--- src/rtl/openila_capture_ctrl_pkg.sv ---
`default_nettype none
// ============================================================================
//  Module   : openila_capture_ctrl_pkg
//  Purpose  : Shared state encoding for the ILA capture controller.
//  Revision : 1.0
// ============================================================================
package openila_capture_ctrl_pkg;

    localparam int W_STATE = 3;

    typedef enum logic [W_STATE-1:0] {
        ST_IDLE  = 3'd0,
        ST_FILL  = 3'd1,
        ST_ARMED = 3'd2,
        ST_POST  = 3'd3,
        ST_READ  = 3'd4
    } state_t;

    // States in which the controller owns the memory port for writing.
    function automatic logic is_capture(input state_t s);
        return (s == ST_FILL) || (s == ST_ARMED) || (s == ST_POST);
    endfunction

endpackage
`default_nettype wire

--- src/rtl/openila_capture_ctrl.sv ---
`default_nettype none
// ============================================================================
//  Module   : openila_capture_ctrl
//  Purpose  : Trace-buffer sequencer: pre-trigger fill, circular capture,
//             post-trigger fill, then oldest-first readout of DEPTH samples.
//  Revision : 1.0
// ============================================================================
module openila_capture_ctrl
    import openila_capture_ctrl_pkg::*;
#(
    parameter int W_DATA = 8,
    parameter int W_ADDR = 8
) (
    input  logic              clk,
    input  logic              rst,
    input  logic [W_DATA-1:0] sample_data,
    input  logic              sample_valid,
    input  logic              trigger,
    input  logic              arm,
    input  logic              abort,
    input  logic [W_ADDR-1:0] cfg_pretrig,
    output logic [W_ADDR-1:0] mem_addr,
    output logic              mem_wen,
    output logic [W_DATA-1:0] mem_wdata,
    input  logic [W_DATA-1:0] mem_rdata,
    output logic [W_DATA-1:0] out_data,
    output logic              out_valid,
    input  logic              out_ready,
    output logic              out_last,
    output logic [W_ADDR-1:0] trig_addr,
    output logic [W_STATE-1:0] status_state
);

    localparam int              DEPTH = 1 << W_ADDR;
    localparam logic [W_ADDR-1:0] C_MAX = W_ADDR'(DEPTH - 1);
    localparam logic [W_ADDR-1:0] C_ONE = W_ADDR'(1);

    state_t            r_state,     w_state_nxt;
    logic [W_ADDR-1:0] r_wr_ptr,    w_wr_ptr_nxt;
    logic [W_ADDR-1:0] r_rd_ptr,    w_rd_ptr_nxt;
    logic [W_ADDR-1:0] r_cnt,       w_cnt_nxt;
    logic [W_ADDR-1:0] r_pre,       w_pre_nxt;
    logic [W_ADDR-1:0] r_post,      w_post_nxt;
    logic [W_ADDR-1:0] r_trig_addr, w_trig_addr_nxt;
    logic              r_out_valid, w_out_valid_nxt;

    logic w_wr;
    logic w_hs;
    logic w_last;

    always_ff @(posedge clk or posedge rst) begin
        if (rst) begin
            r_state     <= ST_IDLE;
            r_wr_ptr    <= '0;
            r_rd_ptr    <= '0;
            r_cnt       <= '0;
            r_pre       <= '0;
            r_post      <= '0;
            r_trig_addr <= '0;
            r_out_valid <= 1'b0;
        end else begin
            r_state     <= w_state_nxt;
            r_wr_ptr    <= w_wr_ptr_nxt;
            r_rd_ptr    <= w_rd_ptr_nxt;
            r_cnt       <= w_cnt_nxt;
            r_pre       <= w_pre_nxt;
            r_post      <= w_post_nxt;
            r_trig_addr <= w_trig_addr_nxt;
            r_out_valid <= w_out_valid_nxt;
        end
    end

    always_comb begin
        w_state_nxt     = r_state;
        w_wr_ptr_nxt    = r_wr_ptr;
        w_rd_ptr_nxt    = r_rd_ptr;
        w_cnt_nxt       = r_cnt;
        w_pre_nxt       = r_pre;
        w_post_nxt      = r_post;
        w_trig_addr_nxt = r_trig_addr;
        w_out_valid_nxt = r_out_valid;
        mem_addr        = r_wr_ptr;
        mem_wdata       = sample_data;
        // abort outranks everything, including the write in its own cycle
        w_wr            = sample_valid & ~abort;
        mem_wen         = is_capture(r_state) & w_wr;
        w_hs            = r_out_valid & out_ready;
        w_last          = (r_state == ST_READ) & r_out_valid & (r_cnt == C_MAX);

        case (r_state)
            ST_IDLE: begin
                if (arm) begin
                    w_pre_nxt    = cfg_pretrig;
                    w_wr_ptr_nxt = '0;
                    w_cnt_nxt    = '0;
                    w_state_nxt  = (cfg_pretrig == '0) ? ST_ARMED : ST_FILL;
                end
            end
            ST_FILL: begin
                if (w_wr) begin
                    w_wr_ptr_nxt = r_wr_ptr + C_ONE;
                    w_cnt_nxt    = r_cnt + C_ONE;
                    if ((r_cnt + C_ONE) == r_pre)
                        w_state_nxt = ST_ARMED;
                end
            end
            ST_ARMED: begin
                if (w_wr) begin
                    w_wr_ptr_nxt = r_wr_ptr + C_ONE;
                    if (trigger) begin
                        w_trig_addr_nxt = r_wr_ptr;
                        w_post_nxt      = C_MAX - r_pre;
                        if (r_pre == C_MAX) begin
                            w_state_nxt     = ST_READ;
                            w_rd_ptr_nxt    = r_wr_ptr - r_pre;
                            w_cnt_nxt       = '0;
                            w_out_valid_nxt = 1'b0;
                        end else begin
                            w_state_nxt = ST_POST;
                        end
                    end
                end
            end
            ST_POST: begin
                if (w_wr) begin
                    w_wr_ptr_nxt = r_wr_ptr + C_ONE;
                    w_post_nxt   = r_post - C_ONE;
                    if (r_post == C_ONE) begin
                        w_state_nxt     = ST_READ;
                        w_rd_ptr_nxt    = r_trig_addr - r_pre;
                        w_cnt_nxt       = '0;
                        w_out_valid_nxt = 1'b0;
                    end
                end
            end
            ST_READ: begin
                // Address looks one ahead on a handshake so the next word
                // arrives in time for back-to-back transfers.
                mem_addr        = w_hs ? (r_rd_ptr + C_ONE) : r_rd_ptr;
                w_out_valid_nxt = 1'b1;
                if (w_hs) begin
                    w_rd_ptr_nxt = r_rd_ptr + C_ONE;
                    w_cnt_nxt    = r_cnt + C_ONE;
                    if (w_last) begin
                        w_state_nxt     = ST_IDLE;
                        w_out_valid_nxt = 1'b0;
                    end
                end
            end
            default: begin
                w_state_nxt     = ST_IDLE;
                w_out_valid_nxt = 1'b0;
            end
        endcase

        if (abort) begin
            w_state_nxt     = ST_IDLE;
            w_out_valid_nxt = 1'b0;
        end
    end

    assign out_data     = mem_rdata;
    assign out_valid    = r_out_valid;
    assign out_last     = w_last;
    assign trig_addr    = r_trig_addr;
    assign status_state = r_state;

endmodule
`default_nettype wire
--- config.mk ---
export PLATFORM = sky130hd
export DESIGN_NAME = openila_capture_ctrl
export DESIGN_NICKNAME = d
export VERILOG_FILES = /design/src/rtl/openila_capture_ctrl_pkg.sv /design/src/rtl/openila_capture_ctrl.sv
export SDC_FILE = /design/constraint.sdc
export NUM_CORES = 1
export LEC_CHECK = 0
export ABC_CLOCK_PERIOD_IN_PS = 2760
export CELL_PAD_IN_SITES_DETAIL_PLACEMENT = 1
export CELL_PAD_IN_SITES_GLOBAL_PLACEMENT = 2
export CORE_ASPECT_RATIO = 1.25
export CORE_MARGIN = 1.5
export CORE_UTILIZATION = 30
export DETAILED_ROUTE_END_ITERATION = 16
export DONT_BUFFER_PORTS = 1
export HOLD_SLACK_MARGIN = 0.08
export PLACE_DENSITY_LB_ADDON = 0.1
export SLEW_MARGIN = 20
export SYNTH_ARGS = -nofsm -noshare
export SYNTH_HDL_FRONTEND = slang
export SYNTH_SLANG_ARGS = --single-unit
--- constraint.sdc ---
create_clock -name clk -period 2.76 [get_ports clk]
set_input_delay 0.414 -clock clk [delete_from_list [all_inputs] [get_ports clk]]
set_output_delay 0.414 -clock clk [all_outputs]
set_load 0.02 [all_outputs]
# [Yosys cells after proc, flatten, opt, wreduce, memory -nomap -nowiden]
# Cells that the tools add are included.
[totals] reg_bits=52 input_bits=31 out_inout_bits=38
[classes] add_sub_neg=7 eq_ne=28 muxes=45 bitwise=6 reduce_logical=18
[ops] op="2-to-1 mux 8 bit" n=19
[ops] op="case mux 8 bit (5 select lines)" n=1
[ops] op="2-to-1 mux 3 bit" n=11
[ops] op="case mux 8 bit (2 select lines)" n=2
[ops] op="adder 8 x 1 -> 8 bit, second input constant" n=3
[ops] op="case mux 8 bit (3 select lines)" n=1
[ops] op="inequality test 3 bit, second input constant" n=7
[ops] op="AND reduction 9 bit" n=2
[ops] op="== test 8 bit, second input constant" n=2
[ops] op="subtractor 8 bit" n=2
[ops] op="case mux 3 bit (5 select lines)" n=1
[ops] op="inequality test 2 bit, second input constant" n=6
[ops] op="AND reduction 6 bit" n=2
[ops] op="inequality test 3 x 2 -> 1 bit, second input constant" n=3
[ops] op="== test 8 x 1 -> 1 bit, second input constant" n=1
[ops] op="== test 8 bit" n=1
[ops] op="logical NOT 8 bit" n=1
[ops] op="2-to-1 mux 1 bit" n=8
[ops] op="inequality test 2 x 1 -> 1 bit, second input constant" n=4
[ops] op="subtractor 8 x 1 -> 8 bit, second input constant" n=1
[ops] op="subtractor 8 bit, first input constant" n=1
[ops] op="== test 3 x 2 -> 1 bit, second input constant" n=2
[ops] op="AND reduction 3 bit" n=2
[ops] op="bitwise AND 1 bit" n=5
[ops] op="14 further kinds" n=16

# [Depth between registers and ports, before layout]
# Gate-level depths: netlist of run 1.
[depth] ltp_word=7 depth_mapped=13

# [Worst setup path after synthesis of run 1]
# Ideal clock, no wire load.
[synth_path] path_type="register to register" start="register r_state[0], in the netlist status_state[0]" end="register r_rd_ptr[7]" arrival_time_ns=3.029 required_time_ns=2.644 setup_slack_ns=-0.385 path_stages_with_launch=12 period_less_slack_ns=3.145 cell_sequence="dfrtp_1 > clkbuf_1 > clkbuf_1 > and2_1 > clkbuf_1 > mux2_2 > ha_1 > o21ai_0 > a21oi_1 > o41ai_1 > xnor2_1 > o311ai_0"
[synth_via] elab_chain_len=3 word_cells_on_any_way=11 cone_classes="8 x eq/ne; 1 x mux; 2 x reduce/logical"
[synth_lines] item="start, declared" line="openila_capture_ctrl.sv:38" source="state_t r_state, w_state_nxt;"
[synth_lines] item="start signal, assigned" line="openila_capture_ctrl.sv:62" source="r_state <= w_state_nxt;"
[synth_lines] item="== test 3 x 2 -> 1 bit / == test 3 bit (equally long branches)" line="openila_capture_ctrl.sv:90" source="case (r_state)"
[synth_lines] item="inequality test 2 x 1 -> 1 bit (no source line) (tied with other cells)"
[synth_lines] item="AND reduction 6 bit (no source line)"
[synth_lines] item="end signal, assigned" line="openila_capture_ctrl.sv:64" source="r_rd_ptr <= w_rd_ptr_nxt;"
[synth_lines] item="end, declared" line="openila_capture_ctrl.sv:40" source="logic [W_ADDR-1:0] r_rd_ptr, w_rd_ptr_nxt;"
# Parallel ways exist; a longest one is shown, timed or not.
# A chain may end at the register's enable or synchronous reset.

# [Worst setup path after layout of run 1]
[layout_path] start="register r_state[1], in the netlist status_state[1]" end="register r_rd_ptr[6]"
# Same word-level chain as after synthesis.

==> impl_metrics.tcl, run 1 <==
set metrics [dict create \
    async_flop_share_pct 100 \
    tightest_slew_ns 0.589 \
    grt_max_degree 36 \
    synth-compound-area-share_pct 19.2 \
    totalPowerFinal_mw 3.83 \
    cts-root-buf "clkbuf_16" \
    syn_avg_cell_area_um2 8.48 \
    design_area_um2 4060 \
    post-cts-setup-buffers 0 \
    dr.pass1.iters 4 \
    syn_area_um2 3660 \
    yosys_warnings 0 \
    area_growth_pct 10.8 \
    routabilityCongestion 0.850 \
    leakage_nw 1.73 \
    detail-route-antenna-nets 0 \
    grt_pass1_wl_um 19000 \
    timing.fmax_mhz 388 \
    fill_cells 1435 \
    top_layer_used "met4" \
    drv_slew 0 \
    cts_tree "built" \
    synth_top_family_by_area "simple AND/OR/NAND/NOR gates" \
    grt_setup_unrepaired "no" \
    rows 44 \
    multi_input_area_um2 2100 \
    power.density_nw_per_um2 944 \
    yosysSeqAreaShare_pct 35.5 \
    final.setup.worst_slack_ns 0.180 \
    drtIter0Drc 132 \
    wl_met3_um 356 \
    setup_violations 0 \
    grt_pass1_vias 3374 \
    drive_gt1_share_pct 15.4 \
    hold_ws_ns 0.173 \
    synth-xor-area-share_pct 5.98 \
    syn_inst 432 \
    startpoint_type "flip-flop" \
    clockBufferDepth 2 \
    wire_per_inst_um 19.8 \
    regArea_um2 1300 \
    crit_arrival_ns 2.81 \
    ys_types 53 \
    synthSimpleGateAreaFrac_pct 21.3 \
    slew_headroom_pct 60.6 \
    vias 3159 \
    grt_overflow 0 \
    io_buffers 0 \
    cts_htree_levels 2 \
    synth_edf_count 0 \
    ir_worst_vdd_uv 375 \
    clk_latency_ns 0.31 \
    fin_crit_ns 2.58 \
    start_util_pct 31.1 \
    dpl.hpwl_um 9170 \
    clock_sink_count 52 \
    ys_ff_latch 52 \
    cp_max_fo 6 \
    placed_cells 588 \
    outcome "complete, no violations" \
    synth_ff_type "dfrtp_1" \
    period_share_pct 93.5 \
    final_nets 479 \
    hold_path.class "in2reg" \
    fin_cells 597 \
    synth_mux_area_share_pct 5.77 \
    wirelength_met1_um 4890 \
    routed_wl_um 11800 \
    worst_setup_path_end_kind "flip-flop" \
    critPathRequiredTime_ns 2.99 \
    fp.dieW_um 102 \
    cts_buffers 5 \
    crit_path_top_delay_cell "dfrtp_1" \
    path_cells "nor2b_1 -> and2_2 -> buf_4 -> mux2i_1 -> ha_1 -> fa_1 -> nor2b_1 -> o21ai_0 -> a21boi_2 -> o2111a_1 -> nor3_1 -> o21ai_0" \
    die_h_um 127 \
    fin_worst_skew_ns 0.00993 \
    finalHoldViolations 0 \
    remaining_drc_errors 0 \
    routed-wl-met2_um 6450 \
    synth_fa_ha_area_share_pct 4.65 \
    via_per_inst 5.29 \
    ios 69 \
    core_um2 11800 \
    antenna_found_initial 0 \
    slowest_delay_ns 0.38 \
    synthesis.nets 476 \
    worstSetupPathType "reg2reg" \
    cts.clk_slew.worst_paths_ns 0.07 \
    maxCapViolCount 0 \
    preCtsSetupSlack_ns 0.113 \
    insertedDiodeCount 0 \
    dieArea_um2 12900 \
    grtUsageTotal_pct 19.4 \
    placed_area_um2 3900 \
]
-- power breakdown --
part           switching (mW)  internal [mW]
sequential              0.321          0.984
clock                   0.327          0.340
combinational            1.08          0.780
-- critical path: cells and delay by family (launching register included) --
kind	cells	cell delay, ns
AOI/OAI and AO/OA	4	0.67
buffers and inverters	1	0.17
DFF	1	0.38
muxes	1	0.13
adders and majority gates	2	0.61
and+or+nand+nor	4	0.56
-- registers in the layout, indices dropped and copies added, names as in the netlist --
signal	flops
out_valid	1
status_state	3
r_post	8
trig_addr	8
r_pre	8
r_cnt	8
r_rd_ptr	8
r_wr_ptr	8
-- area by class of cell --
| class | count | area share, % |
|---|---|---|
| Clock buffer | 5 | 3.08 |
| Clock inverter | 3 | 0.524 |
| Inverter | 17 | 1.57 |
| Multi-Input combinational cell | 327 | 51.8 |
| Sequential cell | 52 | 32.1 |
| Tap cell | 161 | 4.96 |
| Timing Repair Buffer | 32 | 5.98 |
-- worst paths after layout --
| kind | startpoint | to | slack, ns | cells after the start |
|---|---|---|---|---|
| worst max-delay path | status_state[1]$_DFFE_PP0P_ | r_rd_ptr[6]$_DFFE_PP0P_ | 0.18 | 12 |
| worst min-delay path | abort | out_valid$_DFFE_PP0P_ | 0.17 | 1 |
| worst max register to register | status_state[1]$_DFFE_PP0P_ | r_rd_ptr[6]$_DFFE_PP0P_ | 0.18 | 12 |
| worst min register to register | r_cnt[1]$_DFFE_PP0P_ | r_cnt[1]$_DFFE_PP0P_ | 0.54 | 2 |
| max in group asynchronous | rst | r_wr_ptr[2]$_DFFE_PP0P_ | 1.72 | 3 |
| min in group asynchronous | rst | r_cnt[2]$_DFFE_PP0P_ | 0.60 | 3 |
-- layout by cell type, fill, tap and decap left out, types with 3 or more instances in the layout --
cell       netlist  final
and2_1           4      3
nor3_1           9      8
ha_1            12     12
a31oi_1          6      6
and3_1           6      6
a22o_1           4      4
a21oi_1         22     22
xnor2_1         14     14
nand4_1         11     11
nand2b_1         5      5
nand3_1          9      9
o22ai_1          5      5
mux2_2          17     17
nand2_1         51     51
o31ai_1          8      8
inv_1           17     16
or3_1            5      5
nor3b_1          3      3
dfrtp_1         52     52
buf_4           16     31
o41ai_2          2      3
nor2_1          37     37
clkbuf_16        0      5
nor2b_1         10     10
xor2_1          11     11
o21ai_0         43     42
-- per-stage QoR --
| step | util, % | TNS (ns) |
|---|---|---|
| finish | 34.4 | 0 |
| floorplan | - | -0.0242 |
| global route | 34.4 | 0 |
| CTS | 34.4 | 0 |
| global placement | 33.1 | 0 |
| detailed placement | 33.1 | 0 |
-- Yosys cell counts, drive strengths merged, types with 8 or more instances --
cell    number  area, um^2
buf         22         160
a21oi       22         110
nand3        9        45.0
ha          12         150
xor2        11        96.3
nand4       11        68.8
o31ai        8        60.1
o21ai       43         215
nor2        37         139
clkbuf      14        52.6
dfrtp       52        1300
nor2b       10        62.6
nand2       51         191
inv         17        63.8
mux2        17         191
xnor2       14         123
nor3         9        45.0
-- layer usage --
layer	vias up	GRT usage, %
met5	-	0
met4	0	3.87
met3	9	3.80
met2	37	36.2
met1	1593	22.7
li1	1520	-
-- timing repair --
item / CTS / global route
endpoints found under the hold margin: 17 / 0
endpoints found under the setup margin: 0 / 3
gates resized for setup: 0 / 4
hold buffers: 1 / 0
-- kinds of logic after synthesis --
kind of cell,after synthesis
and+or+nand+nor,159
buffers and inverters,53
AOI/OAI and AO/OA,111
DFF,52
adders and majority gates,13
muxes,19
xor gates and xnor gates,25
Note: power is estimated with default switching activity, not from simulation.
==> inputs of run 2 (changes only) <==
--- a/config.mk
+++ b/config.mk
@@ -5,12 +5,12 @@
 export SDC_FILE = /design/constraint.sdc
 export NUM_CORES = 1
 export LEC_CHECK = 0
-export ABC_CLOCK_PERIOD_IN_PS = 2760
+export ABC_CLOCK_PERIOD_IN_PS = 2300
 export CELL_PAD_IN_SITES_DETAIL_PLACEMENT = 1
 export CELL_PAD_IN_SITES_GLOBAL_PLACEMENT = 2
 export CORE_ASPECT_RATIO = 1.25
 export CORE_MARGIN = 1.5
-export CORE_UTILIZATION = 30
+export CORE_UTILIZATION = 34
 export DETAILED_ROUTE_END_ITERATION = 16
 export DONT_BUFFER_PORTS = 1
 export HOLD_SLACK_MARGIN = 0.08
==> constraint.sdc (replaced) <==
create_clock -name clk -period 2.3 [get_ports clk]
set_input_delay 0.345 -clock clk [delete_from_list [all_inputs] [get_ports clk]]
set_output_delay 0.345 -clock clk [all_outputs]
set_load 0.02 [all_outputs]
==> impl_metrics.tcl, run 2 (synthesis results as in run 1) <==
set metrics [dict create \
    cts_tree "built" \
    setup_violations 2 \
    routabilityCongestion 0.867 \
    dieArea_um2 11400 \
    final_util_pct 42.7 \
    maxCapViolCount 0 \
    violations "negative setup slack" \
    grt_pass1_vias 3477 \
    io_buffers 0 \
    die_h_um 119 \
    intPower_mw 3.08 \
    final.setup.worst_slack_ns -0.0485 \
    rows 42 \
    dpl.hpwl_um 9190 \
    crit_arrival_ns 2.55 \
    net-switching-power_mw 2.24 \
    critPathRequiredTime_ns 2.50 \
    period_share_pct 102 \
    power.density_nw_per_um2 1180 \
    ios 69 \
    grt_setup_unrepaired "yes" \
    grt_max_degree 53 \
    fin_crit_ns 2.35 \
    hold_path.class "in2reg" \
    preCtsSetupSlack_ns -0.203 \
    detail-route-antenna-nets 0 \
    cts_htree_levels 2 \
    multi_input_area_um2 2320 \
    insertedDiodeCount 0 \
    wire_per_inst_um 20.1 \
    regArea_um2 1300 \
    fin_cells 599 \
    placed_cells 587 \
    clockBufferDepth 2 \
    ir_worst_vdd_uv 405 \
    dr.pass1.iters 4 \
    timing.fmax_mhz 426 \
    antenna_found_initial 0 \
    cp_max_fo 4 \
    core_um2 10600 \
    placed_area_um2 4110 \
    worst_setup_path_end_kind "flip-flop" \
    clk_latency_ns 0.30 \
    cts-root-buf "clkbuf_16" \
    mostFrequentLayoutCell "buf_4" \
    grtUsageTotal_pct 22.5 \
    area_growth_pct 23.1 \
    clockPowerShare_pct 16.9 \
    routed_wl_um 12000 \
    via_per_inst 5.54 \
    vias 3320 \
    fill_cells 1237 \
    fp.dieW_um 95.8 \
    p_comb_share_pct 54.8 \
    clock_sink_count 52 \
    worstSetupPathType "reg2reg" \
    design_area_um2 4510 \
    startpoint_type "flip-flop" \
    remaining_drc_errors 0 \
    mostFrequentLayoutCells "60 x buf_4, 50 x nand2_1, 50 x dfrtp_1" \
    start_util_pct 34.7 \
    grt_overflow 0 \
    p_sw_share_pct 42.1 \
    totalPowerFinal_mw 5.32 \
    drv_slew 0 \
    fin_worst_skew_ns 0.00692 \
    outcome "finished with violations" \
    final_nets 510 \
    cts_buffers 5 \
    cts.clk_slew.worst_paths_ns 0.08 \
    drtIter0Drc 97 \
    drive_gt1_share_pct 27.8 \
    slew_headroom_pct 61.9 \
    grt_pass1_wl_um 19200 \
    finalHoldViolations 0 \
    tightest_slew_ns 0.568 \
    leakage_nw 1.96 \
    power_frac_seq_pct 28.3 \
]
==> run 2: cell count changes in the layout (fill, tap and decap cells not counted), sizes merged <==
| cell | previous run | this run |
|---|---|---|
| clkbuf | 5 | 6 |
| bufinv | 0 | 1 |
| buf | 31 | 62 |
| clkinvlp | 1 | 0 |
| clkinv | 1 | 0 |
==> run 2: area by class of cell <==
| type | count | area share, % |
|---|---|---|
| Inverter | 17 | 1.42 |
| Sequential cell | 52 | 28.9 |
| Tap cell | 132 | 3.66 |
| Timing Repair Buffer | 63 | 10.9 |
| Clock buffer | 6 | 2.86 |
| Clock inverter | 2 | 0.860 |
| Multi-Input combinational cell | 327 | 51.4 |
==> run 2: per-layer routing <==
layer / wire length, um / track usage, % / share of wire [%]
met5: 0 / 0 / 0
met4: 144 / 5.51 / 1.2
met3: 348 / 3.83 / 2.9
met2: 6600 / 41.6 / 55
met1: 4960 / 26.1 / 41
==> run 2: final timing paths <==
path | start | to | slack [ns] | cells past startpoint
worst min-delay path | abort | out_valid$_DFFE_PP0P_ | 0.1 | 1
worst max-delay path | status_state[2]$_DFFE_PP0P_ | r_rd_ptr[7]$_DFFE_PP0P_ | -0.05 | 10
min in group asynchronous | rst | r_wr_ptr[6]$_DFFE_PP0P_ | 0.55 | 3
worst min register to register | r_cnt[1]$_DFFE_PP0P_ | r_cnt[1]$_DFFE_PP0P_ | 0.54 | 2
worst max register to register | status_state[2]$_DFFE_PP0P_ | r_rd_ptr[7]$_DFFE_PP0P_ | -0.05 | 10
max in group asynchronous | rst | status_state[1]$_DFFE_PP0P_ | 1.48 | 3
==> run 2: through the flow <==
| step | hold slack (ns) | setup TNS [ns] |
|---|---|---|
| detailed placement | 0.316 | -0.387 |
| global placement | 0.309 | -0.243 |
| global route | 0.0992 | -0.451 |
| floorplan | 0.462 | -0.609 |
| finish | 0.0969 | -0.0865 |
| CTS | 0.0883 | -0.133 |
==> run 2: critical path, stage by stage, from the launching register on <==
cell      delay (ns)
dfrtp_1         0.40
nor2b_2         0.14
and2_4          0.19
buf_6           0.12
mux2_2          0.35
ha_4            0.25
o21ai_2         0.15
a21oi_2         0.06
o41ai_2         0.24
xnor2_1         0.12
o311ai_1        0.23
==> run 2: power by group through the flow <==
stage               sequential (mW)  clock [mW]  combinational [mW]
floorplan                      1.50           0                1.66
global placement               1.52           0                2.54
detailed placement             1.53           0                2.57
CTS                            1.51       0.924                2.73
global route                   1.55       0.963                3.22
finish                         1.51       0.899                2.91
==> run 2: timing repair <==
action,4_1_cts,5_1_grt
endpoints found under the hold margin,52,0
setup buffers,1,3
endpoints found under the setup margin,13,14
pin swaps,12,15
gates resized for setup,19,26
hold buffers,1,0
==> inputs of run 3 (changes only) <==
--- a/config.mk
+++ b/config.mk
@@ -14,7 +14,7 @@
 export DETAILED_ROUTE_END_ITERATION = 16
 export DONT_BUFFER_PORTS = 1
 export HOLD_SLACK_MARGIN = 0.08
-export PLACE_DENSITY_LB_ADDON = 0.1
+export PLACE_DENSITY_LB_ADDON = 0.08
 export SLEW_MARGIN = 20
 export SYNTH_ARGS = -nofsm -noshare
 export SYNTH_HDL_FRONTEND = slang
==> impl_metrics.tcl, run 3 (synthesis results as in run 1) <==
set metrics [dict create \
    fin_worst_skew_ns 0.00449 \
    mostFrequentLayoutCells "58 x buf_4, 50 x nand2_1, 50 x dfrtp_1" \
    fin_crit_ns 2.44 \
    tightest_slew_ns 0.613 \
    crit_path_start "status_state[1]$_DFFE_PP0P_" \
    hold_path.class "in2reg" \
    clk_latency_ns 0.30 \
    grt_setup_unrepaired "yes" \
    detail-route-antenna-nets 0 \
    hold_ws_ns 0.105 \
    grt_pass1_wl_um 19700 \
    io_buffers 0 \
    crit_arrival_ns 2.66 \
    preCtsSetupSlack_ns -0.235 \
    fill_cells 1269 \
    startpoint_type "flip-flop" \
    routed_wl_um 12400 \
    critPathRequiredTime_ns 2.53 \
    grtUsageTotal_pct 23.2 \
    period_share_pct 106 \
    slew_headroom_pct 58.9 \
    placed_area_um2 4100 \
    leakage_nw 1.90 \
    die_h_um 119 \
    ir_worst_vdd_uv 444 \
    fp.dieW_um 95.8 \
    antenna_found_initial 0 \
    final.setup.worst_slack_ns -0.137 \
    crit_path_top_delay_cell "dfrtp_2" \
    slowest_delay_ns 0.41 \
    clockBufferDepth 2 \
    cts_tree "built" \
    design_area_um2 4420 \
    dr.pass1.iters 4 \
    drtIter0Drc 117 \
    clock_sink_count 52 \
    totalPowerFinal_mw 5.13 \
    multi_input_area_um2 2270 \
    ios 69 \
    timing.fmax_mhz 410 \
    insertedDiodeCount 0 \
    core_um2 10600 \
    start_util_pct 34.7 \
    cts_htree_levels 2 \
    dieArea_um2 11400 \
    mostFrequentLayoutCell "buf_4" \
    grt_overflow 0 \
    critPathTopFamily "compound AO/OA/AOI/OAI gates" \
    regArea_um2 1300 \
    via_per_inst 5.54 \
    tns_ns -0.256 \
    grt_pass1_vias 3571 \
    cts.clk_slew.worst_paths_ns 0.07 \
    violations "negative setup slack" \
    cts-root-buf "clkbuf_16" \
    worstSetupPathType "reg2reg" \
    outcome "finished with violations" \
    remaining_drc_errors 0 \
    grt_max_degree 31 \
    drv_slew 0 \
    hp-start "abort" \
    cts_buffers 5 \
    drive_gt1_share_pct 27.1 \
    cp_common_cell "nor2b_4" \
    path_cells "nor2b_4 -> and2_4 -> buf_6 -> mux2i_2 -> ha_2 -> fa_2 -> nor2b_4 -> o21ai_2 -> a21boi_2 -> o2111a_1 -> nor3_2 -> o21ai_1" \
    cp_num_buf_inv 1 \
    routabilityCongestion 0.816 \
    maxCapViolCount 0 \
    area_growth_pct 20.7 \
    wire_per_inst_um 20.7 \
    vias 3307 \
    dpl.hpwl_um 9590 \
    power.density_nw_per_um2 1160 \
    finalHoldViolations 0 \
    rows 42 \
    final_nets 508 \
    cp_max_fo 5 \
    worst_setup_path_end_kind "flip-flop" \
    rr_startpoint "status_state[1]$_DFFE_PP0P_" \
    setup_violations 4 \
]
## run 3: cell types whose count changed in the layout (fill, tap and decap cells not counted), moves of 2 or more
| cell | before | now |
|---|---|---|
| o21ai_1 | 7 | 4 |
| or3_4 | 2 | 0 |
| buf_4 | 60 | 58 |
| o21ai_0 | 32 | 36 |
| or3_1 | 3 | 5 |
## run 3: repair_timing
item                                    in CTS  in global routing
endpoints found under the setup margin      15                 17
hold endpoints to repair                    22                  0
setup buffers                                1                  1
pin swaps                                   10                  7
resized for setup                           19                 16
gates cloned                                 0                  0
hold buffers                                 1                  0
## run 3: final timing paths
check	end	slack (ns)	cells past startpoint
max in group asynchronous	status_state[0]$_DFFE_PP0P_	1.17	3
hold reg to reg	r_cnt[1]$_DFFE_PP0P_	0.56	2
hold / removal	status_state[2]$_DFFE_PP0P_	0.10	1
setup / recovery	r_rd_ptr[6]$_DFFE_PP0P_	-0.14	12
setup reg to reg	r_rd_ptr[6]$_DFFE_PP0P_	-0.14	12
min in group asynchronous	trig_addr[5]$_DFFE_PP0P_	0.55	2
## run 3: power breakdown
group / leakage, nW / internal [mW] / total, mW / switching (mW)
registers: 0.673 / 1.18 / 1.51 / 0.322
clock network: 0.0712 / 0.408 / 0.776 / 0.368
logic: 1.16 / 1.31 / 2.85 / 1.54
total: 1.90 / 2.90 / 5.13 / 2.23
## run 3: final cells by class
type                            count  share of cell area, %
Clock buffer                        6                   2.92
Clock inverter                      2                  0.311
Inverter                           17                   1.44
Multi-Input combinational cell    327                   51.3
Sequential cell                    52                   29.5
Tap cell                          132                   3.74
Timing Repair Buffer               61                   10.8
## run 3: metal layers
layer  track usage [%]  routed length [um]
met5                 0                   0
met4              6.80                 217
met3              3.83                 389
met2              44.3                6850
met1              25.3                4900
## run 3: metrics by stage
step	instances	utilization, %
after detailed placement	586	38.8
after CTS	596	41.2
after global routing	597	41.8
final	597	41.8
after global placement	586	38.8
after floorplan	432	-
